## src/rtl/mdu_pkg.sv

```systemverilog
// +---------------------------------------------------------------------------+
// | mdu_pkg : op encodings and FSM state type for mult_div_unit               |
// | Rev 1.0                                                                   |
// +---------------------------------------------------------------------------+
`default_nettype none

package mdu_pkg;

    localparam logic [1:0] MDU_MULT  = 2'b00;
    localparam logic [1:0] MDU_MULTU = 2'b01;
    localparam logic [1:0] MDU_DIV   = 2'b10;
    localparam logic [1:0] MDU_DIVU  = 2'b11;

    typedef enum logic [1:0] {
        S_IDLE = 2'd0,
        S_PREP = 2'd1,
        S_ITER = 2'd2,
        S_FIX  = 2'd3
    } state_t;

endpackage

`default_nettype wire

```

## src/rtl/mdu_abs_neg.sv

```systemverilog
// +---------------------------------------------------------------------------+
// | mdu_abs_neg : conditional two's-complement negate (out = neg ? -in : in)  |
// | Rev 1.0                                                                   |
// +---------------------------------------------------------------------------+
`default_nettype none

module mdu_abs_neg #(
    parameter int WIDTH = 32
) (
    input  logic [WIDTH-1:0] in_val,
    input  logic             neg,
    output logic [WIDTH-1:0] out_val
);

    assign out_val = neg ? (~in_val + {{(WIDTH-1){1'b0}}, 1'b1}) : in_val;

endmodule

`default_nettype wire

```

## src/rtl/mult_div_unit.sv

```systemverilog
// +---------------------------------------------------------------------------+
// | mult_div_unit : iterative MULT/MULTU/DIV/DIVU unit owning HI/LO.          |
// | Optional macro MDU_EARLY_TERM_EN: multiply exits once multiplier is 0.    |
// | Rev 1.0                                                                   |
// +---------------------------------------------------------------------------+
`default_nettype none

module mult_div_unit
    import mdu_pkg::*;
#(
    parameter int WIDTH = 32
) (
    input  logic             clk,
    input  logic             reset,
    input  logic             start,
    input  logic [1:0]       op,
    input  logic [WIDTH-1:0] a,
    input  logic [WIDTH-1:0] b,
    output logic             busy,
    output logic             done,
    output logic             div_zero,
    output logic [WIDTH-1:0] hi,
    output logic [WIDTH-1:0] lo
);

    localparam int CW = $clog2(WIDTH + 1);

    state_t             state;
    state_t             state_nxt;

    logic [1:0]         op_q;
    logic [WIDTH-1:0]   a_q;
    logic [WIDTH-1:0]   b_q;
    logic [WIDTH-1:0]   opnd;
    logic [WIDTH-1:0]   acc_hi;
    logic [WIDTH-1:0]   acc_lo;
    logic [CW-1:0]      cnt;
    logic               neg_main;
    logic               neg_rem;
    logic               dz;
`ifdef MDU_EARLY_TERM_EN
    logic [WIDTH-1:0]   mrem;
`endif

    logic               is_div;
    logic               is_signed;
    logic               sa;
    logic               sb;
    logic [WIDTH-1:0]   a_abs;
    logic [WIDTH-1:0]   b_abs;
    logic [WIDTH:0]     mul_sum;
    logic [WIDTH:0]     div_shift;
    logic               div_ok;
    logic [WIDTH-1:0]   div_diff;
    logic [2*WIDTH-1:0] fix_acc;
    logic [2*WIDTH-1:0] fix_res;
    logic [WIDTH-1:0]   rem_fix;

    assign is_div    = op_q[1];
    assign is_signed = ~op_q[0];
    assign sa        = is_signed & a_q[WIDTH-1];
    assign sb        = is_signed & b_q[WIDTH-1];
    assign busy      = (state != S_IDLE);

    mdu_abs_neg #(.WIDTH(WIDTH)) u_abs_a (.in_val(a_q), .neg(sa), .out_val(a_abs));
    mdu_abs_neg #(.WIDTH(WIDTH)) u_abs_b (.in_val(b_q), .neg(sb), .out_val(b_abs));

    assign mul_sum   = {1'b0, acc_hi} + (acc_lo[0] ? {1'b0, opnd} : {(WIDTH+1){1'b0}});
    assign div_shift = {acc_hi, acc_lo[WIDTH-1]};
    assign div_ok    = (div_shift >= {1'b0, opnd});
    // When div_ok the difference is below opnd, so the modulo-2^W subtract is exact.
    assign div_diff  = div_shift[WIDTH-1:0] - opnd;

`ifdef MDU_EARLY_TERM_EN
    // An early exit leaves cnt un-run shifts; apply them in one step.
    assign fix_acc = {acc_hi, acc_lo} >> cnt;
`else
    assign fix_acc = {acc_hi, acc_lo};
`endif

    // Negating the 2W value also yields the negated quotient in its low half.
    mdu_abs_neg #(.WIDTH(2*WIDTH)) u_fix_main (.in_val(fix_acc), .neg(neg_main), .out_val(fix_res));
    mdu_abs_neg #(.WIDTH(WIDTH))   u_fix_rem  (.in_val(acc_hi),  .neg(neg_rem),  .out_val(rem_fix));

    always_ff @(posedge clk or negedge reset) begin
        if (!reset) begin
            state <= S_IDLE;
        end else begin
            state <= state_nxt;
        end
    end

    always_comb begin
        state_nxt = state;
        case (state)
            S_IDLE: begin
                if (start) begin
                    state_nxt = S_PREP;
                end
            end
            S_PREP: begin
                if (is_div && (b_q == '0)) begin
                    state_nxt = S_FIX;
`ifdef MDU_EARLY_TERM_EN
                end else if (!is_div && (b_q == '0)) begin
                    state_nxt = S_FIX;
`endif
                end else begin
                    state_nxt = S_ITER;
                end
            end
            S_ITER: begin
                if (cnt == CW'(1)) begin
                    state_nxt = S_FIX;
`ifdef MDU_EARLY_TERM_EN
                end else if (!is_div && (mrem[WIDTH-1:1] == '0)) begin
                    state_nxt = S_FIX;
`endif
                end
            end
            S_FIX: begin
                state_nxt = S_IDLE;
            end
            default: begin
                state_nxt = S_IDLE;
            end
        endcase
    end

    always_ff @(posedge clk or negedge reset) begin
        if (!reset) begin
            op_q     <= 2'b00;
            a_q      <= '0;
            b_q      <= '0;
            opnd     <= '0;
            acc_hi   <= '0;
            acc_lo   <= '0;
            cnt      <= '0;
            neg_main <= 1'b0;
            neg_rem  <= 1'b0;
            dz       <= 1'b0;
            done     <= 1'b0;
            div_zero <= 1'b0;
            hi       <= '0;
            lo       <= '0;
`ifdef MDU_EARLY_TERM_EN
            mrem     <= '0;
`endif
        end else begin
            done     <= 1'b0;
            div_zero <= 1'b0;
            case (state)
                S_IDLE: begin
                    if (start) begin
                        op_q <= op;
                        a_q  <= a;
                        b_q  <= b;
                    end
                end
                S_PREP: begin
                    cnt      <= CW'(WIDTH);
                    dz       <= is_div && (b_q == '0);
                    neg_main <= sa ^ sb;
                    neg_rem  <= is_div & sa;
                    acc_hi   <= '0;
                    if (is_div) begin
                        opnd   <= b_abs;
                        acc_lo <= a_abs;
                    end else begin
                        opnd   <= a_abs;
                        acc_lo <= b_abs;
                    end
`ifdef MDU_EARLY_TERM_EN
                    mrem     <= b_abs;
`endif
                end
                S_ITER: begin
                    cnt <= cnt - CW'(1);
                    if (is_div) begin
                        acc_hi <= div_ok ? div_diff : div_shift[WIDTH-1:0];
                        acc_lo <= {acc_lo[WIDTH-2:0], div_ok};
                    end else begin
                        acc_hi <= mul_sum[WIDTH:1];
                        acc_lo <= {mul_sum[0], acc_lo[WIDTH-1:1]};
                    end
`ifdef MDU_EARLY_TERM_EN
                    mrem <= mrem >> 1;
`endif
                end
                S_FIX: begin
                    done     <= 1'b1;
                    div_zero <= dz;
                    if (!dz) begin
                        lo <= fix_res[WIDTH-1:0];
                        hi <= is_div ? rem_fix : fix_res[2*WIDTH-1:WIDTH];
                    end
                end
                default: begin
                end
            endcase
        end
    end

endmodule

`default_nettype wire

```

## config.mk

```make
export PLATFORM = sky130hd
export DESIGN_NAME = mult_div_unit
export DESIGN_NICKNAME = d
export VERILOG_FILES = /design/src/rtl/mdu_pkg.sv /design/src/rtl/mdu_abs_neg.sv /design/src/rtl/mult_div_unit.sv
export SDC_FILE = /design/constraint.sdc
export NUM_CORES = 1
export LEC_CHECK = 0
export CORE_MARGIN = 10
export CORE_UTILIZATION = 29
export DETAILED_ROUTE_END_ITERATION = 6
export PLACE_DENSITY = 0.47
export SETUP_SLACK_MARGIN = 0.4
export SLEW_MARGIN = 20
export SYNTH_ARGS = -nofsm -noshare
export SYNTH_HDL_FRONTEND = slang
export SYNTH_SLANG_ARGS = --single-unit
export TNS_END_PERCENT = 1
```

## constraint.sdc

```tcl
create_clock -name clk -period 3.5 [get_ports clk]
set_clock_uncertainty 0.1 [all_clocks]
set_input_delay 0.525 -clock clk [delete_from_list [all_inputs] [get_ports clk]]
set_output_delay 0.525 -clock clk [all_outputs]
set_load 0.005 [all_outputs]
```

## After elaboration in Yosys (flattened, before gate mapping)

Cells that the tools add are included.

- Register bits after elaboration: 239
- Input port bits: 69
- Output and inout port bits: 67
- Word-level logic and storage cells: 67

- $add $sub $neg: 7
- $lt $le $gt $ge: 1
- Eq/ne operators: 6
- Muxes and demuxes: 20
- Bitwise operators: 10
- Reduce and logical (&&, ||, !) cells: 8

Operator list:

| cell | count |
|---|---|
| two-way mux 32 bit | 10 |
| one-hot mux 32 bit (2 select lines) | 2 |
| adder 32 x 1 -> 32 bit, second input constant | 3 |
| NOT 32 bit | 3 |
| adder 64 x 1 -> 64 bit, second input constant | 1 |
| two-way mux 64 bit | 1 |
| NOT 64 bit | 1 |
| adder 32 x 32 -> 33 bit | 1 |
| >= comparator 33 x 32 -> 1 bit | 1 |
| zero test 32 bit | 1 |
| subtractor 32 bit | 1 |
| one-hot mux 6 bit (2 select lines) | 1 |
| one-hot mux 2 bit (4 select lines) | 1 |
| == test 6 x 1 -> 1 bit, second input constant | 1 |
| AND reduction 2 bit | 3 |
| subtractor 6 x 1 -> 6 bit, second input constant | 1 |
| == test 2 bit, second input constant | 2 |
| two-way mux 2 bit | 2 |
| inequality test 2 bit, second input constant | 2 |
| nonzero test 2 bit | 2 |
| bitwise AND 1 bit | 3 |
| two-way mux 1 bit | 3 |
| == test 2 x 1 -> 1 bit, second input constant | 1 |
| zero test 2 bit | 1 |
| 3 further kinds | 4 |

## Depth between registers and ports, before layout

- Depth after elaboration: 5
- Gate-level depth with buffers: 14
- Gate-level depth less buffers: 13

## Hierarchy

From an unflattened synthesis, not the netlist that was laid out.

- Cell total of the unflattened synthesis: 1946
- Area total of the unflattened synthesis: 18285.0 µm²

By module, submodules not included:

| module | instances | cells an instance | area an instance (µm²) | seq. area each (µm²) |
|---|---|---|---|---|
| mult_div_unit | 1 | 1452 | 14423.8 | 5980.7 |
| mdu_abs_neg at u_abs_a ... | 3 | 99 | 777.0 | 0.0 |
| mdu_abs_neg at u_fix_main | 1 | 197 | 1530.2 | 0.0 |

## Least setup slack after synthesis

OpenSTA, ideal clock, no wires.

- Path kind: register -> register
- Start point: register acc_hi[1]
- End point: register hi[28]
- Setup time: 135 ps
- Data arrival time: 3257 ps
- Required time: 3265 ps
- Path slack: 7 ps
- Stages on the path, launching flop included: 12
- Buffers on the path: 1
- Clock period less this slack: 3493 ps
- Cells stage by stage: dfrtp_1 -> inv_1 -> ha_1 -> or4b_1 -> or4_1 -> or3_1 -> or3_1 -> clkbuf_1 -> o41ai_1 -> o22ai_1 -> xnor2_1 -> o21ai_0

- Cells in the longest elaborated chain, start to end: 4
- Elaborated cells between the ends (all ways): 7
- Classes of those cells: add/sub: 2; mux: 3; bitwise: 2

Ends and longest elaborated chain:

| item | RTL line | source |
|---|---|---|
| start: declaration | mult_div_unit.sv:35 | `logic [WIDTH-1:0] acc_hi;` |
| start signal: assignment | mult_div_unit.sv:180 | `acc_hi <= div_ok ? div_diff : div_shift[WIDTH-1:0];` |
| start signal: assignment | mult_div_unit.sv:183 | `acc_hi <= mul_sum[WIDTH:1];` |
| NOT 64 bit / NOT 32 bit (equally long branches) | mdu_abs_neg.sv:15 | `assign out_val = neg ? (~in_val + {{(WIDTH-1){1'b0}}, 1'b1}) : in_val;` |
| adder 64 x 1 -> 64 bit / adder 32 x 1 -> 32 bit (equally long branches) | mdu_abs_neg.sv:15 |  |
| two-way mux 64 bit / two-way mux 32 bit (equally long branches) | mdu_abs_neg.sv:15 |  |
| two-way mux 32 bit * | mult_div_unit.sv:195 | `hi <= is_div ? rem_fix : fix_res[2*WIDTH-1:WIDTH];` |
| end signal: assignment | mult_div_unit.sv:195 |  |
| end: declaration | mult_div_unit.sv:22 | `output logic [WIDTH-1:0] hi,` |

Mark *: on every way between the ends. The rest lies on a longest branch, timed or not.
A chain may end at the register's enable or synchronous reset.

## Worst setup path after layout

- Start point: register opnd[13]
- End point: register acc_hi[1]

- Cells in the longest elaborated chain, start to end: 4

Ends and longest elaborated chain:

| item | RTL line | source |
|---|---|---|
| start: declaration | mult_div_unit.sv:34 | `logic [WIDTH-1:0] opnd;` |
| start signal: assignment | mult_div_unit.sv:167 | `opnd <= b_abs;` |
| start signal: assignment | mult_div_unit.sv:170 | `opnd <= a_abs;` |
| >= comparator 33 x 32 -> 1 bit | mult_div_unit.sv:70 | `assign div_ok = (div_shift >= {1'b0, opnd});` |
| two-way mux 32 bit | mult_div_unit.sv:180 |  |
| two-way mux 32 bit | mult_div_unit.sv:179 | `if (is_div) begin` |
| one-hot mux 32 bit (2 select lines) | mult_div_unit.sv:152 | `case (state)` |

No other way between the ends.

==> impl_metrics.py <==
metrics = {
    "power_and_ir_drop": {
        "ir_drop_uv": 527,
        "powerDensity_mw_per_mm2": 1230,
        "leakage_nw": 9.88,
    },
    "synthesis": {
        "syn_nets": 2128,
        "yosysUniqueCellTypes": 81,
        "synth-warning-count": 0,
        "yosysSeqAreaShare_pct": 35.0,
        "synth.area.top_cells": "dfrtp_1 (35%), o21ai_0 (5.9%), ha_1 (5.5%)",
        "syn_avg_cell_area_sq_um": 8.62,
        "synth_top_area_share_pct": 35.0,
        "async_reset_ff_share_pct": 100,
        "ys_ff_latch": 239,
        "synth_flop_cell": "dfrtp_1",
        "synthCells": 1982,
        "syn_area_sq_mm": 0.0171,
        "yosys.area.top_type": "dfrtp_1",
        "synth_edf_count": 0,
        "synth.cells.most_frequent": "dfrtp_1 (239), nand2_1 (219), o21ai_0 (200), nor2_1 (179), a21oi_1 (120)",
        "synth_most_common_cell": "dfrtp_1",
    },
    "grt": {
        "grt_max_degree": 74,
        "grt_pass1_vias": 16400,
        "grt_pass1_wl_mm": 103,
        "grt.overflow.total": 0,
        "use_met2_pct": 30.6,
        "met3_usage_pct": 2.52,
        "antenna_found_initial": 0,
        "grt-busiest-layer": "met2",
        "met1_usage_pct": 26.2,
        "grt_usage_pct": 19.0,
    },
    "floorplanning": {
        "std_cell_rows": 88,
        "io_pins": 136,
        "dieArea_sq_mm": 0.0690,
        "die_height_microns": 263,
        "die_w_microns": 263,
        "start_util_pct": 29.4,
        "fp.coreArea_sq_mm": 0.0580,
    },
    "layout": {
        "design_area_sq_mm": 0.0224,
        "drive_above_1_share_pct": 19.7,
        "nets": 2437,
        "area_growth_pct": 30.9,
        "final_cells": 3082,
    },
    "clock_network": {
        "cts_sinks": 239,
        "clk_latency_ns": 0.60,
        "clkSlewWorstSetupHoldPaths_ns": 0.06,
        "cts-buffers-inserted": 30,
        "root_buffer": "clkbuf_16",
        "clock_path_buffers": 3,
        "cts_tree": "built",
        "h-tree-depth": 1,
    },
    "route": {
        "viasPerCell": 5.32,
        "wl_per_cell_microns": 22.2,
        "antenna_left": 0,
        "drt_iter0_drc": 1568,
        "drc": 0,
        "vias": 16400,
        "drt-total-wl_mm": 68.3,
        "firstDrtPassIters": 5,
    },
    "sta": {
        "worst_pin_slew_ns": 0.974,
        "fin_crit_sh_pct": 95.3,
        "report.final.hold_viol_count": 0,
        "finalSetupViolations": 0,
        "grt_setup_unrepaired": "yes",
        "slew_viol_final": 0,
        "relSlewSlack_pct": 34.9,
        "fin_crit_ns": 3.34,
        "setup_slack_ns": 0.163,
        "fmax_mhz": 300,
    },
    "setup_path": {
        "crit_path_frequent_cell": "buf_4",
        "crit_required_ns": 3.87,
        "crit_buf_inv": 4,
        "crit_path_end_kind": "flop",
        "critPathArrivalTime_ns": 3.71,
        "path_class": "flop to flop",
        "cp_max_fo": 5,
        "critical_path.top_delay_family": "simple AND/OR/NAND/NOR gates",
        "cpPeakStageDelay_ns": 0.52,
        "worst_setup_path_start_kind": "flop",
        "critPathSlowestCell": "or3b_2",
        "path_cells": "inv_1 -> ha_1 -> and4_1 -> or3b_2 -> a211oi_1 -> buf_4 -> nor3_4 -> nor2_4 -> buf_4 -> buf_16 -> mux2_2 -> o21ai_0 -> o22ai_1",
    },
    "place": {
        "gp_congestion": 0.954,
        "dpl_worst_slack_ns": -0.00236,
        "placed_cell_area_sq_mm": 0.0209,
        "port_buffers": 135,
        "dp.final_hpwl_mm": 53.7,
        "dp.cells": 3014,
    },
    "job": {
        "drv_cap": 0,
    },
    "run_status": {
        "status": "completed",
    },
    "min_path": {
        "hp-class": "input pin to asynchronous set/reset pin",
    },
}
-- registers in the layout (all words and copies together) (netlist names) --
name and flops:
a_q 32, acc_hi 32, acc_lo 32, b_q 32
cnt 6, div_zero 1, done 1, dz 1
hi 32, lo 32, neg_main 1, neg_rem 1
op_q 2, opnd 32, state 2
-- where the power goes --
| group | switching [mW] | internal (mW) | leakage (nW) | total [mW] |
|---|---|---|---|---|
| Combinational | 10.9 | 8.02 | 6.39 | 18.9 |
| Sequential | 1.22 | 4.09 | 2.97 | 5.31 |
| Clock | 1.36 | 1.98 | 0.515 | 3.33 |
| Total | 13.5 | 14.1 | 9.88 | 27.6 |
-- kinds of logic (layout without fill, tap and decap cells) --
kind of cell / count (synthesis) / count (layout) / synth area share [%]
muxes: 127 / 127 / 8.59
adders and majority gates: 77 / 77 / 5.73
AOI/OAI and AO/OA: 558 / 558 / 20.7
and+or+nand+nor: 618 / 618 / 17.0
buffers and inverters: 194 / 527 / 4.32
xor gates and xnor gates: 169 / 169 / 8.67
DFF: 239 / 239 / 35.0
other: 0 / 2 / 0
-- cell usage in the layout, fill, tap and decap left out, drive strengths merged, types with 29 or more instances in the layout --
cell type      netlist  routed
nor3                32      32
nor2               179     179
o21ai              204     204
xor2                66      66
inv                 90      91
clkdlybuf4s50        0     134
buf                 21     245
a21oi              120     120
ha                  75      75
a21o                34      34
nand2              219     219
clkbuf              82      36
dfrtp              239     239
mux2i               45      45
o211ai              29      29
mux2                74      74
xnor2              103     103
-- path summary, 6_finish.rpt --
kind                       cells after the start        end  slack (ns)     start
max                                           13  acc_hi[1]        0.16  opnd[13]
min                                            2    a_q[11]        0.37     reset
max reg2reg                                   13  acc_hi[1]        0.16  opnd[13]
min reg2reg                                    2      hi[9]        0.38     hi[9]
max in group asynchronous                      3    op_q[1]        2.06     reset
min in group clk                               2      hi[9]        0.38     hi[9]
-- worst register-to-register path, delay by kind of cell (launching register included) --
kind                       cells  cell delay, ns
buffers and inverters          4            0.59
adders and majority gates      1            0.40
muxes                          1            0.33
and+or+nand+nor                4            0.98
DFF                            1            0.32
AOI/OAI and AO/OA              3            0.50
-- routing by layer --
metal,up-vias,routed length [microns]
met4,0,2060
met5,-,0
li1,7762,-
met2,569,30900
met1,7960,31200
met3,106,4170
-- what timing repair did --
item,in CTS,in global routing
hold endpoints to repair,55,0
pin swaps,15,5
buffers inserted,7,0
gates resized for setup,39,13
setup endpoints to repair,74,92
hold buffers,1,0
cloned,2,0
-- per-stage QoR --
step / total power [mW] / utilization, % / TNS, ns / hold WS, ns
after floorplan: 15.7 / - / 0 / 0.129
after detailed placement: 23.4 / 36.1 / -0.00236 / 0.369
after CTS: 27.3 / 38.4 / 0 / 0.382
final: 27.6 / 38.5 / 0 / 0.370
after global routing: 29.5 / 38.5 / 0 / 0.395
after global placement: 23.4 / 36.1 / 0 / 0.361
-- cell type report --
type | instances | area [sq um]
diodes | 2 | 5.00
flip-flops and latches | 239 | 5990
fillers | 5830 | 35700
clock inverters | 20 | 240
clock buffers | 36 | 823
well taps | 765 | 957
multi-input cells | 1549 | 10600
repair buffers | 380 | 3380
inverters | 91 | 344
(Power assumes the default switching activity.)
